--- config.mk ---
export PLATFORM = sky130hd
export DESIGN_NAME = rr_burst_mux
export DESIGN_NICKNAME = d
export VERILOG_FILES = /design/src/rtl/rr_burst_mux_pkg.sv /design/src/rtl/rr_out_slice.sv /design/src/rtl/rr_burst_mux.sv
export SDC_FILE = /design/constraint.sdc
export NUM_CORES = 1
export LEC_CHECK = 0
export CORE_MARGIN = 4
export CORE_UTILIZATION = 40
export CTS_BUF_LIST = sky130_fd_sc_hd__clkbuf_2 sky130_fd_sc_hd__clkbuf_4 sky130_fd_sc_hd__clkbuf_8
export DETAILED_ROUTE_END_ITERATION = 16
export PLACE_DENSITY = 0.85
export REMOVE_ABC_BUFFERS = 1
export SYNTH_ARGS = -nofsm -noshare
export SYNTH_HDL_FRONTEND = slang
export SYNTH_SLANG_ARGS = --single-unit
export TNS_END_PERCENT = 30
--- constraint.sdc ---
create_clock -name clk -period 2.5 [get_ports clk]
set_input_delay 0.25 -clock clk [delete_from_list [all_inputs] [get_ports clk]]
set_output_delay 0.25 -clock clk [all_outputs]
set_load 0.02 [all_outputs]
--- src/rtl/rr_burst_mux_pkg.sv ---
// Shared types and helpers for the round-robin burst mux and other arbiter consumers.
package rr_burst_mux_pkg;

  localparam int unsigned NUM_CH = 3;
  localparam int unsigned CH_W   = 2;

  typedef enum logic {
    IDLE = 1'b0,
    XFER = 1'b1
  } state_e;

  // Index of the (single) set bit; 0 when no bit is set.
  function automatic logic [CH_W-1:0] onehot_to_idx(input logic [NUM_CH-1:0] oh);
    logic [CH_W-1:0] idx;
    idx = '0;
    for (int unsigned i = 0; i < NUM_CH; i++) begin
      if (oh[i]) idx = CH_W'(i);
    end
    return idx;
  endfunction

  // True only for exactly one bit set in a 3-bit vector.
  function automatic logic is_onehot3(input logic [2:0] v);
    return (v == 3'b001) || (v == 3'b010) || (v == 3'b100);
  endfunction

endpackage

--- src/rtl/rr_out_slice.sv ---
// One-entry registered valid/ready output stage carrying data, last flag and source tag.
// Ports:
//   clk, rstn        clock, synchronous active-low reset
//   in_valid_i       upstream beat valid; loaded when in_ready_c_o is high
//   in_data_i/last/src  beat payload
//   in_ready_c_o     combinational: slot empty or draining this cycle
//   out_valid_o/data/last/src  registered output beat
//   out_ready_i      downstream accept
module rr_out_slice
  import rr_burst_mux_pkg::*;
#(
  parameter int unsigned DW = 32
) (
  input  logic            clk,
  input  logic            rstn,
  input  logic            in_valid_i,
  input  logic [DW-1:0]   in_data_i,
  input  logic            in_last_i,
  input  logic [CH_W-1:0] in_src_i,
  output logic            in_ready_c_o,
  output logic            out_valid_o,
  output logic [DW-1:0]   out_data_o,
  output logic            out_last_o,
  output logic [CH_W-1:0] out_src_o,
  input  logic            out_ready_i
);

  logic            valid_q, valid_d;
  logic [DW-1:0]   data_q, data_d;
  logic            last_q, last_d;
  logic [CH_W-1:0] src_q, src_d;
  logic            load;

  assign in_ready_c_o = ~valid_q | out_ready_i;
  assign load         = in_valid_i & in_ready_c_o;

  // Load has priority over drain so back-to-back beats keep valid high.
  always_comb begin
    valid_d = valid_q;
    data_d  = data_q;
    last_d  = last_q;
    src_d   = src_q;
    if (load) begin
      valid_d = 1'b1;
      data_d  = in_data_i;
      last_d  = in_last_i;
      src_d   = in_src_i;
    end else if (valid_q && out_ready_i) begin
      valid_d = 1'b0;
    end
  end

  always_ff @(posedge clk) begin
    if (!rstn) begin
      valid_q <= 1'b0;
      data_q  <= '0;
      last_q  <= 1'b0;
      src_q   <= '0;
    end else begin
      valid_q <= valid_d;
      data_q  <= data_d;
      last_q  <= last_d;
      src_q   <= src_d;
    end
  end

  assign out_valid_o = valid_q;
  assign out_data_o  = data_q;
  assign out_last_o  = last_q;
  assign out_src_o   = src_q;

endmodule

--- src/rtl/rr_burst_mux.sv ---
// Burst-locking 3:1 mux behind a round-robin arbiter with a registered output stage.
// Ports:
//   clk, rstn     clock, synchronous active-low reset
//   s_valid/s_last/s_data  per-channel beats (channel i data at [i*DW +: DW])
//   s_ready       per-channel accept (only the locked channel, only in XFER)
//   arb_req       request vector to the arbiter (s_valid while idle, 0 while locked)
//   arb_grant     one-hot grant, combinational reply to arb_req
//   arb_en        arbiter priority-update strobe, one cycle per accepted grant
//   m_valid/m_data/m_last/m_src/m_ready  registered output stream
//   busy          a burst is locked
//   err_len       sticky: some burst exceeded MAX_BEATS beats
module rr_burst_mux
  import rr_burst_mux_pkg::*;
#(
  parameter int unsigned DW        = 32,
  parameter int unsigned MAX_BEATS = 16
) (
  input  logic                 clk,
  input  logic                 rstn,
  input  logic [NUM_CH-1:0]    s_valid,
  input  logic [NUM_CH-1:0]    s_last,
  input  logic [NUM_CH*DW-1:0] s_data,
  output logic [NUM_CH-1:0]    s_ready,
  output logic [NUM_CH-1:0]    arb_req,
  input  logic [NUM_CH-1:0]    arb_grant,
  output logic                 arb_en,
  output logic                 m_valid,
  output logic [DW-1:0]        m_data,
  output logic                 m_last,
  output logic [CH_W-1:0]      m_src,
  input  logic                 m_ready,
  output logic                 busy,
  output logic                 err_len
);

  localparam int unsigned      CNT_W   = $clog2(MAX_BEATS + 1);
  localparam logic [CNT_W-1:0] CNT_MAX = CNT_W'(MAX_BEATS);
  localparam logic [CNT_W-1:0] CNT_SAT = CNT_W'(MAX_BEATS + 1);

  state_e          state_q, state_d;
  logic [CH_W-1:0] sel_q, sel_d;
  logic [CNT_W-1:0] cnt_q, cnt_d;
  logic            err_q, err_d;

  logic            sel_valid, sel_last;
  logic [DW-1:0]   sel_data;
  logic            slot_ready;
  logic            acc_valid;

  // Select the locked channel's beat.
  always_comb begin
    sel_valid = 1'b0;
    sel_last  = 1'b0;
    sel_data  = '0;
    for (int unsigned i = 0; i < NUM_CH; i++) begin
      if (sel_q == CH_W'(i)) begin
        sel_valid = s_valid[i];
        sel_last  = s_last[i];
        sel_data  = s_data[i*DW +: DW];
      end
    end
  end

  // Next-state and combinational outputs.
  always_comb begin
    state_d   = state_q;
    sel_d     = sel_q;
    cnt_d     = cnt_q;
    err_d     = err_q;
    arb_req   = '0;
    arb_en    = 1'b0;
    s_ready   = '0;
    busy      = 1'b0;
    acc_valid = 1'b0;
    case (state_q)
      IDLE: begin
        arb_req = s_valid;
        // Only a clean one-hot grant to a requesting channel starts a burst.
        if (is_onehot3(arb_grant) && |(arb_grant & s_valid)) begin
          arb_en  = 1'b1;
          sel_d   = onehot_to_idx(arb_grant);
          cnt_d   = '0;
          state_d = XFER;
        end
      end
      XFER: begin
        busy = 1'b1;
        for (int unsigned i = 0; i < NUM_CH; i++) begin
          if (sel_q == CH_W'(i)) s_ready[i] = slot_ready;
        end
        acc_valid = sel_valid & slot_ready;
        if (acc_valid) begin
          if (cnt_q != CNT_SAT) cnt_d = cnt_q + CNT_W'(1);
          // Accepting a beat with MAX_BEATS already counted means the burst overran.
          if (cnt_q == CNT_MAX) err_d = 1'b1;
          if (sel_last) state_d = IDLE;
        end
      end
      default: state_d = IDLE;
    endcase
  end

  always_ff @(posedge clk) begin
    if (!rstn) begin
      state_q <= IDLE;
      sel_q   <= '0;
      cnt_q   <= '0;
      err_q   <= 1'b0;
    end else begin
      state_q <= state_d;
      sel_q   <= sel_d;
      cnt_q   <= cnt_d;
      err_q   <= err_d;
    end
  end

  rr_out_slice #(
    .DW(DW)
  ) u_out_slice (
    .clk          (clk),
    .rstn         (rstn),
    .in_valid_i   (acc_valid),
    .in_data_i    (sel_data),
    .in_last_i    (sel_last),
    .in_src_i     (sel_q),
    .in_ready_c_o (slot_ready),
    .out_valid_o  (m_valid),
    .out_data_o   (m_data),
    .out_last_o   (m_last),
    .out_src_o    (m_src),
    .out_ready_i  (m_ready)
  );

  assign err_len = err_q;

endmodule
### Word-level counts from Yosys, hierarchy flattened

Index checks and enable logic that the tools add are counted.

* register bits after elaboration: 45
* output and inout bits: 45

* add/sub/neg operators: 1
* eq/ne operators: 10
* multiplexer cells: 29
* bitwise operators: 6
* reduce and logical (&&, ||, !) cells: 10

Operators with widths (count)
* $mux 32: 3
* $mux 1: 18
* $mux 5: 3
* $pmux 5 s2: 1
* $mux 3: 2
* $reduce_and 3->1: 2
* $add 5x1->5 const B: 1
* $eq 5x5->1 const B: 1
* $ne 5x5->1 const B: 1
* $ne 2x1->1 const B: 2
* $and 3x3->3: 1
* $eq 3x1->1 const B: 1
* $eq 3x2->1 const B: 1
* $eq 3x3->1 const B: 1
* $reduce_or 3->1: 1
* $and 1x1->1: 2
* $eq 2x1->1 const B: 1
* $eq 2x2->1 const B: 1
* $logic_and 1x1->1: 2
* $logic_not 2->1: 1
* $logic_or 1x1->1: 2
* $mux 2: 1
* $ne 2x2->1 const B: 1
* $not 1->1: 2
* 4 further kinds: 4

### Longest topological paths before layout

* depth in word-level cells: 8
* gate-level depth with buffers: 7
* depth with buffers taken out: 6

### Cells and area by module

From an unflattened synthesis, not the netlist that was laid out.

* cells, all modules: 339
* area total of the unflattened synthesis: 2723.9 µm²

By module, submodules not included
* rr_out_slice: times used 1, cells each 157, area an instance 1480.2 µm², seq. area each 720.7 µm²
* rr_burst_mux: times used 1, cells each 182, area an instance 1243.7 µm², seq. area each 180.2 µm²

### Worst setup path before layout

OpenSTA, ideal clock, no wires.

* path type: register to output
* start point: register sel_q[0]
* end point: output s_ready[1]
* arrival time: 1.378 ns
* data required time: 2.250 ns
* slack: 0.872 ns
* stages on the path, launching flop included: 4
* buffers on the path: 2
* cell sequence: dfxtp_1 > buf_2 > buf_4 > nor3b_1

* cells in the longest elaborated chain, start to end: 3

Ends and longest elaborated chain
* from (decl): line rr_burst_mux.sv:41 `logic [CH_W-1:0] sel_q, sel_d;`
* from (signal assigned): line rr_burst_mux.sv:111 `sel_q <= sel_d;`
* $eq 2x1->1: line rr_burst_mux.sv:89 `if (sel_q == CH_W'(i)) s_ready[i] = slot_ready;`
* $mux 1: line rr_burst_mux.sv:89
* $mux 3: line rr_burst_mux.sv:75 `case (state_q)`
* to (decl): line rr_burst_mux.sv:23 `output logic [NUM_CH-1:0] s_ready,`

Every way passes these cells.

### Final worst setup path

* start point: register sel_q[1]
* end point: output s_ready[2]

* cells in the longest elaborated chain, start to end: 3

Ends and longest elaborated chain (line)
* $eq 2x2->1: rr_burst_mux.sv:89
* $mux 1: rr_burst_mux.sv:89
* $mux 3: rr_burst_mux.sv:75

Every way passes these cells.

==> summary.md <==
| Metric | Value |
|---|---|
| Placement Rows | 28 |
| First-pass GRT wire length | 13700 um |
| Iteration count of the initial detailed-routing pass | 4 |
| Clock Skew | 0.00778 ns |
| Aggregate routed wire length | between 8000 and 9000 um |
| Synth Warn # | 0 |
| Post-layout util | 0.699 |
| GRT Resource Usage Total | 0.219 |
| Clock-pin slew on the worst setup and hold paths | roughly 0.080 ns |
| Kind of critical path | reg -> out |
| Initial Util | 0.422 |
| RSZ-0062 raised after global routing | false |
| Post-Syn Instances | slightly above 300 |
| Clk root buf | clkbuf_8 |
| Post-CTS setup buffer count | 0 |
| Hold Vio Cnt, Final | 0 |
| Area growth syn-to-layout | 65.5% |
| Tmin final | 2.34 ns |
| CTS buffer count | 5 |
| GRT overflow | 0 |
| Initial antenna violation count | 0 |
| Clock sinks | 45 |
| Leakage | 0.00145 uW |
| Synth cell types | 42 |
| Fin area | roughly 4300 um^2 |
| Diode count | 0 |
| Die X | just under 90 um |
| DR WL/cell | 16.4 um |
| Crit Path Max Fanout | 36 |
| Largest vdd supply drop | 0.298 mV |
| Final setup viols | 0 |
| Die Footprint | 7790 um^2 |
| CTS tree | built |
| Nets | 560 |
| Post-route clock period utilization | 0.935 |
| DR vias | 2899 |
| Die Y | 88.2 um |
| # resized after CTS | 0 |
| Post-detail-place hpwl | approximately 6800 um |
| CTS Hold Bufs | 0 |
| DR iter-0 viols | ~110 |
| Commonest non-fill, non-tap cell in the layout | clkdlybuf4s50_1 |
| Worst setup EP type | primary output |
| Post-place instance area | roughly 4200 um^2 |
| Placeable Area | about 6100 um^2 |
| Top post-synthesis cells by area | dfxtp_1 35%, a21oi_1 14%, mux2i_1 13% |
| Post-route ant nets | 0 |
| Syn Std Cell Area | approximately 2600 um^2 |
| Pin count of the biggest net entering global routing | 39 |
| Placed cells | 517 |
| Achievable Freq | 428 MHz |
| CP Launch Type | flop |
| DRC viols | 0 |
| H-tree levels | 2 |
| Clock tree buffer depth | 2 |
| IO Count | 153 |
| Worst EP arrival | 2.09 ns |
| IO Port Bufs | 152 |
| Hold WC Path Type | reg -> reg |
| Commonest cells after routing, fill and taps aside | 152 x clkdlybuf4s50_1, 70 x a21oi_1, 44 x dfxtp_1 |
| Non-Filler Instances | approximately 530 |
| Slew Limit Fails | 0 |
| PwrDens | 421 nW/um^2 |
| EDFF count, synth | 0 |
| Max-Cap Viols | 0 |
| Synth Flop Type | dfxtp_1 |
| Post-synth ARST share | 0 |
| Top cell type's share of synthesized area | 0.350 |
| Relative slew slack | 0.309 |
| Vias in the first global route | 2913 |
| Register bit total from synthesis | between 40 and 50 |
| Layout cell share with drive strength beyond 1 | 0.0667 |
| Cell taking the most area after synthesis | dfxtp_1 |
| Vias/cell | 5.52 |
| Filler Cell Count | 522 |
| Register area share after synthesis | 0.350 |
| Routability cong. | 0.891 |
| Syn Area/Cell | around 8.5 um^2 |
| Status | completed |
| Clk_lat worst skew | between 0.2 and 0.3 ns |
| Tightest Pin Transition | 1.04 ns |
| Required @ worst endpoint | 2.25 ns |
-- per-layer routing --
layer  vias to the layer above  wire length [um]  GRT usage
li1                       1418                 -          -
met5                         -                 0          0
met3                        12               763     0.0689
met4                         0               138     0.0673
met2                       133              4540      0.392
met1                      1336              3170      0.249
-- synthesized netlist by cell type (4+ instances only) --
library cell and count:
nor2_1 34, clkbuf_1 12, a21oi_1 70, nand3_1 6, buf_6 4, nand2_1 4, dfxtp_1 45, a211oi_1 33
mux2i_1 34, nand4bb_1 4, buf_2 7, nor2b_1 4
-- path summary, 6_finish.rpt --
| kind | from | depth (start not counted) | slack, ns | end |
|---|---|---|---|---|
| setup / recovery | sel_q[1] | 4 | 0.16 | s_ready[2] |
| hold / removal | u_out_slice.out_last_o | 2 | 0.49 | u_out_slice.out_last_o |
| setup reg to reg | sel_q[1] | 5 | 0.39 | u_out_slice.out_data_o[15] |
| hold reg to reg | u_out_slice.out_last_o | 2 | 0.49 | u_out_slice.out_last_o |
-- where the power goes --
part	switching (uW)	internal, uW
clock network	218	231
registers	23.2	753
logic	255	312
-- metrics by stage --
stage / total power [uW] / setup slack, ns / TNS (ns) / hold WS [ns]
floorplan: 1030 / -1.21 / -47.89 / 0.368
finish: 1790 / 0.163 / 0 / 0.490
CTS: 1810 / 0.0552 / 0 / 0.484
detailed placement: 1360 / 0.0641 / 0 / 0.473
global route: 1890 / 0.0753 / 0 / 0.518
global placement: 1350 / 0.0787 / 0 / 0.457
-- cell families (layout without fill, tap and decap cells) --
logic type,Yosys count,in the layout,share of synthesized area
multiplexers,35,35,0.138
adder cells (fa/ha/maj),3,3,0.0146
AO/OA/AOI/OAI,122,122,0.299
flip-flops,45,45,0.350
buffers and inverters,33,179,0.0675
AND/OR/NAND/NOR,66,66,0.132
-- critical path, cell delays in order, from the launching register on --
cell	delay (ns)
dfxtp_1	0.44
nor2b_4	0.24
buf_6	0.30
and3_1	0.21
clkdlybuf4s50_1	0.60
-- cell type report --
| class | count | area, um^2 | area share |
|---|---|---|---|
| timing repair buffer | 167 | 1640 | 0.384 |
| multi-input combinational | 226 | 1520 | 0.357 |
| clock buffer | 8 | 91.3 | 0.0214 |
| sequential | 45 | 902 | 0.212 |
| inverter | 4 | 15.0 | 0.00352 |
| tap | 75 | 93.8 | 0.0220 |
-- flip-flops by register name, summed over array words and instances, names as in the netlist --
name / flops
u_out_slice.out_data_o: 32
err_len: 1
cnt_q: 5
u_out_slice.out_last_o: 1
u_out_slice.out_valid_o: 1
state_q: 1
sel_q: 2
u_out_slice.out_src_o: 2
No activity file was read; power rests on OpenSTA's default activity.
